==> src/rtl/detector_110_pkg.sv <==
// Shared types and defaults for the 1,1,0 serial pattern detector.
// Holds the FSM state enum and the default match-counter width.
package detector_110_pkg;

    localparam int CNT_W_DEF = 8;

    typedef enum logic [1:0] {
        S_IDLE = 2'd0,
        S_1    = 2'd1,
        S_11   = 2'd2,
        S_110  = 2'd3
    } state_t;

endpackage

==> src/rtl/detector_110_if.sv <==
// Serial stream interface for detector_110.
// Ports: a (serial bit in), w (detect flag), match_cnt (only with
// DETECTOR_110_CNT_EN). master drives a; slave is the detector.
interface detector_110_if
    import detector_110_pkg::*;
#(
    parameter int CNT_W = CNT_W_DEF
);
    logic a;
    logic w;
`ifdef DETECTOR_110_CNT_EN
    logic [CNT_W-1:0] match_cnt;
`endif

    modport master (
`ifdef DETECTOR_110_CNT_EN
        input  match_cnt,
`endif
        output a,
        input  w
    );

    modport slave (
`ifdef DETECTOR_110_CNT_EN
        output match_cnt,
`endif
        input  a,
        output w
    );

endinterface

==> src/rtl/detector_110_sat_counter.sv <==
// Width-parameterised saturating up-counter with async active-high reset.
// Ports: clk, reset, inc (count enable), q (count, holds at all-ones).
module sat_counter #(
    parameter int W = 8
) (
    input  logic         clk,
    input  logic         reset,
    input  logic         inc,
    output logic [W-1:0] q
);

    always_ff @(posedge clk or posedge reset) begin
        if (reset) begin
            q <= '0;
        end else if (inc && (q != {W{1'b1}})) begin
            q <= q + 1'b1;
        end
    end

endmodule

==> src/rtl/detector_110.sv <==
// Moore detector for the serial pattern 1,1,0 on bus.a; bus.w is a one-cycle
// registered-state pulse. Ports: clk, reset (async, active-high), bus (slave).
// Optional saturating match counter on bus.match_cnt: DETECTOR_110_CNT_EN.
module detector_110
    import detector_110_pkg::*;
#(
    parameter int CNT_W = CNT_W_DEF
) (
    input  logic           clk,
    input  logic           reset,
    detector_110_if.slave  bus
);

    state_t state;
    state_t next;

    if (CNT_W < 1 || CNT_W > 32) begin : g_bad_w
        $error("detector_110: CNT_W out of range");
    end

    always_ff @(posedge clk or posedge reset) begin
        if (reset) begin
            state <= S_IDLE;
        end else begin
            state <= next;
        end
    end

    // A run of 1s parks in S_11; a 1 after a hit restarts at S_1,
    // which gives overlapping detection.
    always_comb begin
        next = S_IDLE;
        unique case (state)
            S_IDLE:  next = bus.a ? S_1  : S_IDLE;
            S_1:     next = bus.a ? S_11 : S_IDLE;
            S_11:    next = bus.a ? S_11 : S_110;
            S_110:   next = bus.a ? S_1  : S_IDLE;
            default: next = S_IDLE;
        endcase
    end

    assign bus.w = (state == S_110);

`ifdef DETECTOR_110_CNT_EN
    // Counts on the same edge that enters S_110, so it steps with w.
    sat_counter #(
        .W (CNT_W)
    ) u_cnt (
        .clk   (clk),
        .reset (reset),
        .inc   (next == S_110),
        .q     (bus.match_cnt)
    );
`endif

endmodule

==> src/flat_wrapper.sv <==
// flat-port wrapper written by rule: the top's interface ports become plain ports
module detector_110_flat import detector_110_pkg::*;
#(
    parameter int CNT_W = CNT_W_DEF
)
  (clk, reset, bus_a, bus_w);
  detector_110_if #(.CNT_W(CNT_W)) bus_i ();
  input  logic clk;
  input  logic reset;
  input wire logic [$bits(bus_i.a)-1:0] bus_a;
  output wire logic [$bits(bus_i.w)-1:0] bus_w;
  assign bus_i.a = bus_a;
  assign bus_w = bus_i.w;
  detector_110 #(.CNT_W(CNT_W)) u_core (.clk(clk), .reset(reset), .bus(bus_i));
endmodule
==> config.mk <==
export PLATFORM = sky130hd
export DESIGN_NAME = detector_110_flat
export DESIGN_NICKNAME = d
export VERILOG_FILES = /design/src/rtl/detector_110_pkg.sv /design/src/rtl/detector_110_if.sv /design/src/rtl/detector_110_sat_counter.sv /design/src/rtl/detector_110.sv /design/src/flat_wrapper.sv
export SDC_FILE = /design/constraint.sdc
export NUM_CORES = 1
export LEC_CHECK = 0
export ABC_AREA = 1
export CORE_AREA = 3 3 40 42
export CTS_CLUSTER_DIAMETER = 200
export CTS_CLUSTER_SIZE = 14
export DETAILED_ROUTE_END_ITERATION = 16
export DIE_AREA = 0 0 43 45
export HOLD_SLACK_MARGIN = 0.02
export SLEW_MARGIN = 20
export SYNTH_ARGS = -nofsm -noshare
export SYNTH_HDL_FRONTEND = slang
export SYNTH_HIERARCHICAL = 1
export SYNTH_SLANG_ARGS = --single-unit
==> constraint.sdc <==
create_clock -name clk -period 0.9 [get_ports clk]
set_input_delay 0.18 -clock clk [delete_from_list [all_inputs] [get_ports clk]]
set_output_delay 0.18 -clock clk [all_outputs]
set_load 0.1 [all_outputs]
==> Flow_metrics.wiki <==
{| class="wikitable"
! Metric !! Value
|-
| Type of element capturing the critical path || output pin
|-
| Worst path depth || 2
|-
| Routability congestion estimate || just under 0.5
|-
| # nets final || 32
|-
| FF+latch count, synth || 2
|-
| Final hold vios || 0
|-
| Total congestion overflow || 0
|-
| Flop-to-flop setup slack || -0.14 ns
|-
| Reg-to-Reg End || u_core/state[0]
|-
| Syn. warnings || 6
|-
| Largest incremental delay on the critical path || 0.40 ns
|-
| Die Wd || 43 um
|-
| Largest fanout of any net on the critical path || 2
|-
| Post-synthesis cell count || 16
|-
| Total number of clock tree sinks || 2
|-
| RSZ-0062 raised after global routing || true
|-
| Endpoint arrival time on the critical path || 0.96 ns
|-
| Avg WL per Cell || about 7 um
|-
| Post-synthesis to final-layout area growth || 86.4%
|-
| Floorplan die area || 1940 um2
|-
| Area inside the core boundary || 1280 um2
|-
| Relative max-transition margin || approximately nine tenths
|-
| Worst skew pair latency || 0.22 ns
|-
| Vias in the first global route || 146
|-
| Inst Count DP || 34
|-
| PwrDens || 2970 nW/um2
|-
| # DRC || 0
|-
| Adder-cell share of the synthesized area || approximately 29%
|-
| Dominant combinational cell family by area after synthesis || adder cells
|-
| Count of input and output buffers || 3
|-
| Worst supply voltage drop on vdd || between 400 and 500 uV
|-
| Violated checks || setup timing
|-
| Count of cell types in the netlist || 4
|-
| Leakage component of the power || 0.124 nW
|-
| Transition at the pin with the smallest max-transition slack || 0.139 ns
|-
| Top reg by flops || u_core/state
|-
| Final standard cell area without fillers || 240 um2
|-
| Final critical-path share of the clock period || 126%
|-
| Post-placement cell area || 200 um2
|-
| Post-DR vias/cell || 3.03
|-
| First element of the critical path || u_core/state[1]
|-
| Mean post-synth cell area || between 8 and 9 um2
|-
| Top cell family by delay on the critical path || flip-flops
|-
| Total Neg Setup Slack || -0.509 ns
|-
| Inserted Diodes || 0
|-
| Post-Route WL || 273 um
|-
| Initial antenna violation count || 0
|-
| GRT Total Usage || 4.66%
|-
| Root Buffer Master || sky130_fd_sc_hd__clkbuf_4
|-
| Deepest clock path buffer count || 2
|-
| Utilization of the core after routing || a little under a fifth
|-
| Fin. max-slew vios || 0
|-
| Worst setup path end || bus_w
|-
| Type of the tightest min-delay check || primary input to async pin
|-
| Maximum achievable frequency || 0.881 GHz
|-
| Worst path required time || 0.72 ns
|-
| DP Wirelength || 172 um
|-
| Number of fill cells in the layout || between 150 and 200
|-
| Pin count of the biggest net entering global routing || 4
|-
| Minimum clock period after layout || 1.14 ns
|-
| TritonCTS clock tree || yes
|-
| CTS Buf Count || 3
|-
| Startpoint Class || register
|-
| Total via count in the routed design || between 100 and 150
|-
| Initial DRT Pass Iterations || 1
|-
| Regs by FF count || u_core/state x2
|-
| H-tree depth reported by CTS || 1
|-
| Sequential share of the synthesized area || between 30% and 40%
|-
| Remaining antenna violation count after routing || 0
|-
| Net count after synthesis || 22
|-
| Xor/xnor share of the synthesized area || 0%
|-
| Wire length of the first global-routing pass || 552 um
|-
| Compound-Gate Fraction of Synth Area || 0%
|-
| Initial standard-cell utilization of the core || 10.0%
|-
| Synthesized area || 129 um2
|-
| Critical path, cell by cell || ha_4 > buf_12
|-
| Fraction of layout instances using a drive strength above 1 || between 30% and 40%
|-
| Site Rows || 13
|-
| Run status || finished with violations
|-
| Mux cell area share after synthesis || 0%
|-
| Setup violators final || 3
|-
| Cell depth of the worst flop-to-flop path || 4
|-
| Detailed router's first-iteration violation count || 0
|-
| Die Ht || 45 um
|-
| Number of flip-flops under the largest register name || 2
|-
| Max-cap violations || 0
|-
| Post-route worst setup slack || -0.236 ns
|-
| R2R Path Start || u_core/state[1]
|-
| Worst clock skew on the final layout || 0.00465 ns
|-
| Number of top-level pins || 4
|-
| Worst-path cell with the longest stage delay || sky130_fd_sc_hd__dfrtp_1
|-
| Clock input transition at the sequential cells of the worst setup and hold paths || 0.03 ns
|-
| Area share of and/or/nand/nor cells after synthesis || 17.5%
|-
| Total power || 0.714 mW
|-
| Path type of the worst setup path || register to output pin
|-
| Final Instance Count excl. Fillers || 39
|-
| Crit path buf inv count || 1
|}
## power breakdown
part           internal, mW  switching, mW
Sequential            0.129         0.0406
Clock                 0.147         0.0491
Combinational         0.160          0.188
## synthesized netlist by cell type
master | number | area, um2
sky130_fd_sc_hd__dfrtp_1 | 2 | 50.1
sky130_fd_sc_hd__inv_1 | 5 | 18.8
sky130_fd_sc_hd__nand2_1 | 6 | 22.5
sky130_fd_sc_hd__ha_1 | 3 | 37.5
## worst register-to-register path: stages (launching register included)
cell and delay [ns]:
sky130_fd_sc_hd__dfrtp_1 0.40, sky130_fd_sc_hd__buf_4 0.15, sky130_fd_sc_hd__ha_1 0.27, sky130_fd_sc_hd__nand2_1 0.06, sky130_fd_sc_hd__nand2_1 0.05
## timing repair
action / in CTS / in global routing
gates cloned: 0 / 0
pin swaps: 1 / 0
endpoints found under the setup margin: 3 / 3
resized for setup: 0 / 1
hold buffers: 0 / 0
setup buffers: 2 / 0
## logic make-up after synthesis
group	count (synthesis)
DFF	2
and+or+nand+nor	6
buffers and inverters	5
adders and majority gates	3
## worst min path at each step
| stage | startpoint | to | slack, ns | cells after the start |
|---|---|---|---|---|
| final | reset | u_core/state[0] | 0.11 | 2 |
| after detailed placement | reset | u_core/state[0] | 0.35 | 2 |
| after global placement | reset | u_core/state[1] | 0.34 | 2 |
| after CTS | reset | u_core/state[0] | 0.11 | 2 |
| after floorplan | reset | u_core/state[0] | -0.08 | 1 |
| after global routing | reset | u_core/state[0] | 0.12 | 2 |
## placed cells by master (no fill, tap or decap)
cell,netlist,routed
sky130_fd_sc_hd__nand2_1,6,6
sky130_fd_sc_hd__inv_1,5,5
sky130_fd_sc_hd__buf_4,0,2
sky130_fd_sc_hd__ha_2,0,1
sky130_fd_sc_hd__ha_4,0,1
sky130_fd_sc_hd__clkdlybuf4s50_1,0,2
sky130_fd_sc_hd__dfrtp_1,2,2
sky130_fd_sc_hd__buf_12,0,1
sky130_fd_sc_hd__ha_1,3,1
sky130_fd_sc_hd__clkbuf_4,0,3
## area by class of cell
cell class,count,area [um2],area share [%]
clock buffers,3,22.5,9.38
flip-flops and latches,2,50.0,20.8
multi-input cells,9,75.1,31.3
well taps,15,18.8,7.81
repair buffers,5,55.1,22.9
inverters,5,18.8,7.81
## layer usage
layer,vias to the layer above,share of wire (%),global-route usage [%]
met5,-,0,0
met4,0,0,7.23
met3,0,1.5,2.39
met2,1,68,7.49
met1,57,30,3.12
li1,60,-,-
## stage by stage
stage | setup WS [ns] | hold slack (ns)
global placement | -0.0386 | 0.339
CTS | -0.245 | 0.108
finish | -0.236 | 0.111
floorplan | -0.00651 | -0.0788
global route | -0.256 | 0.119
detailed placement | -0.0419 | 0.350
(Power assumes the default switching activity.)
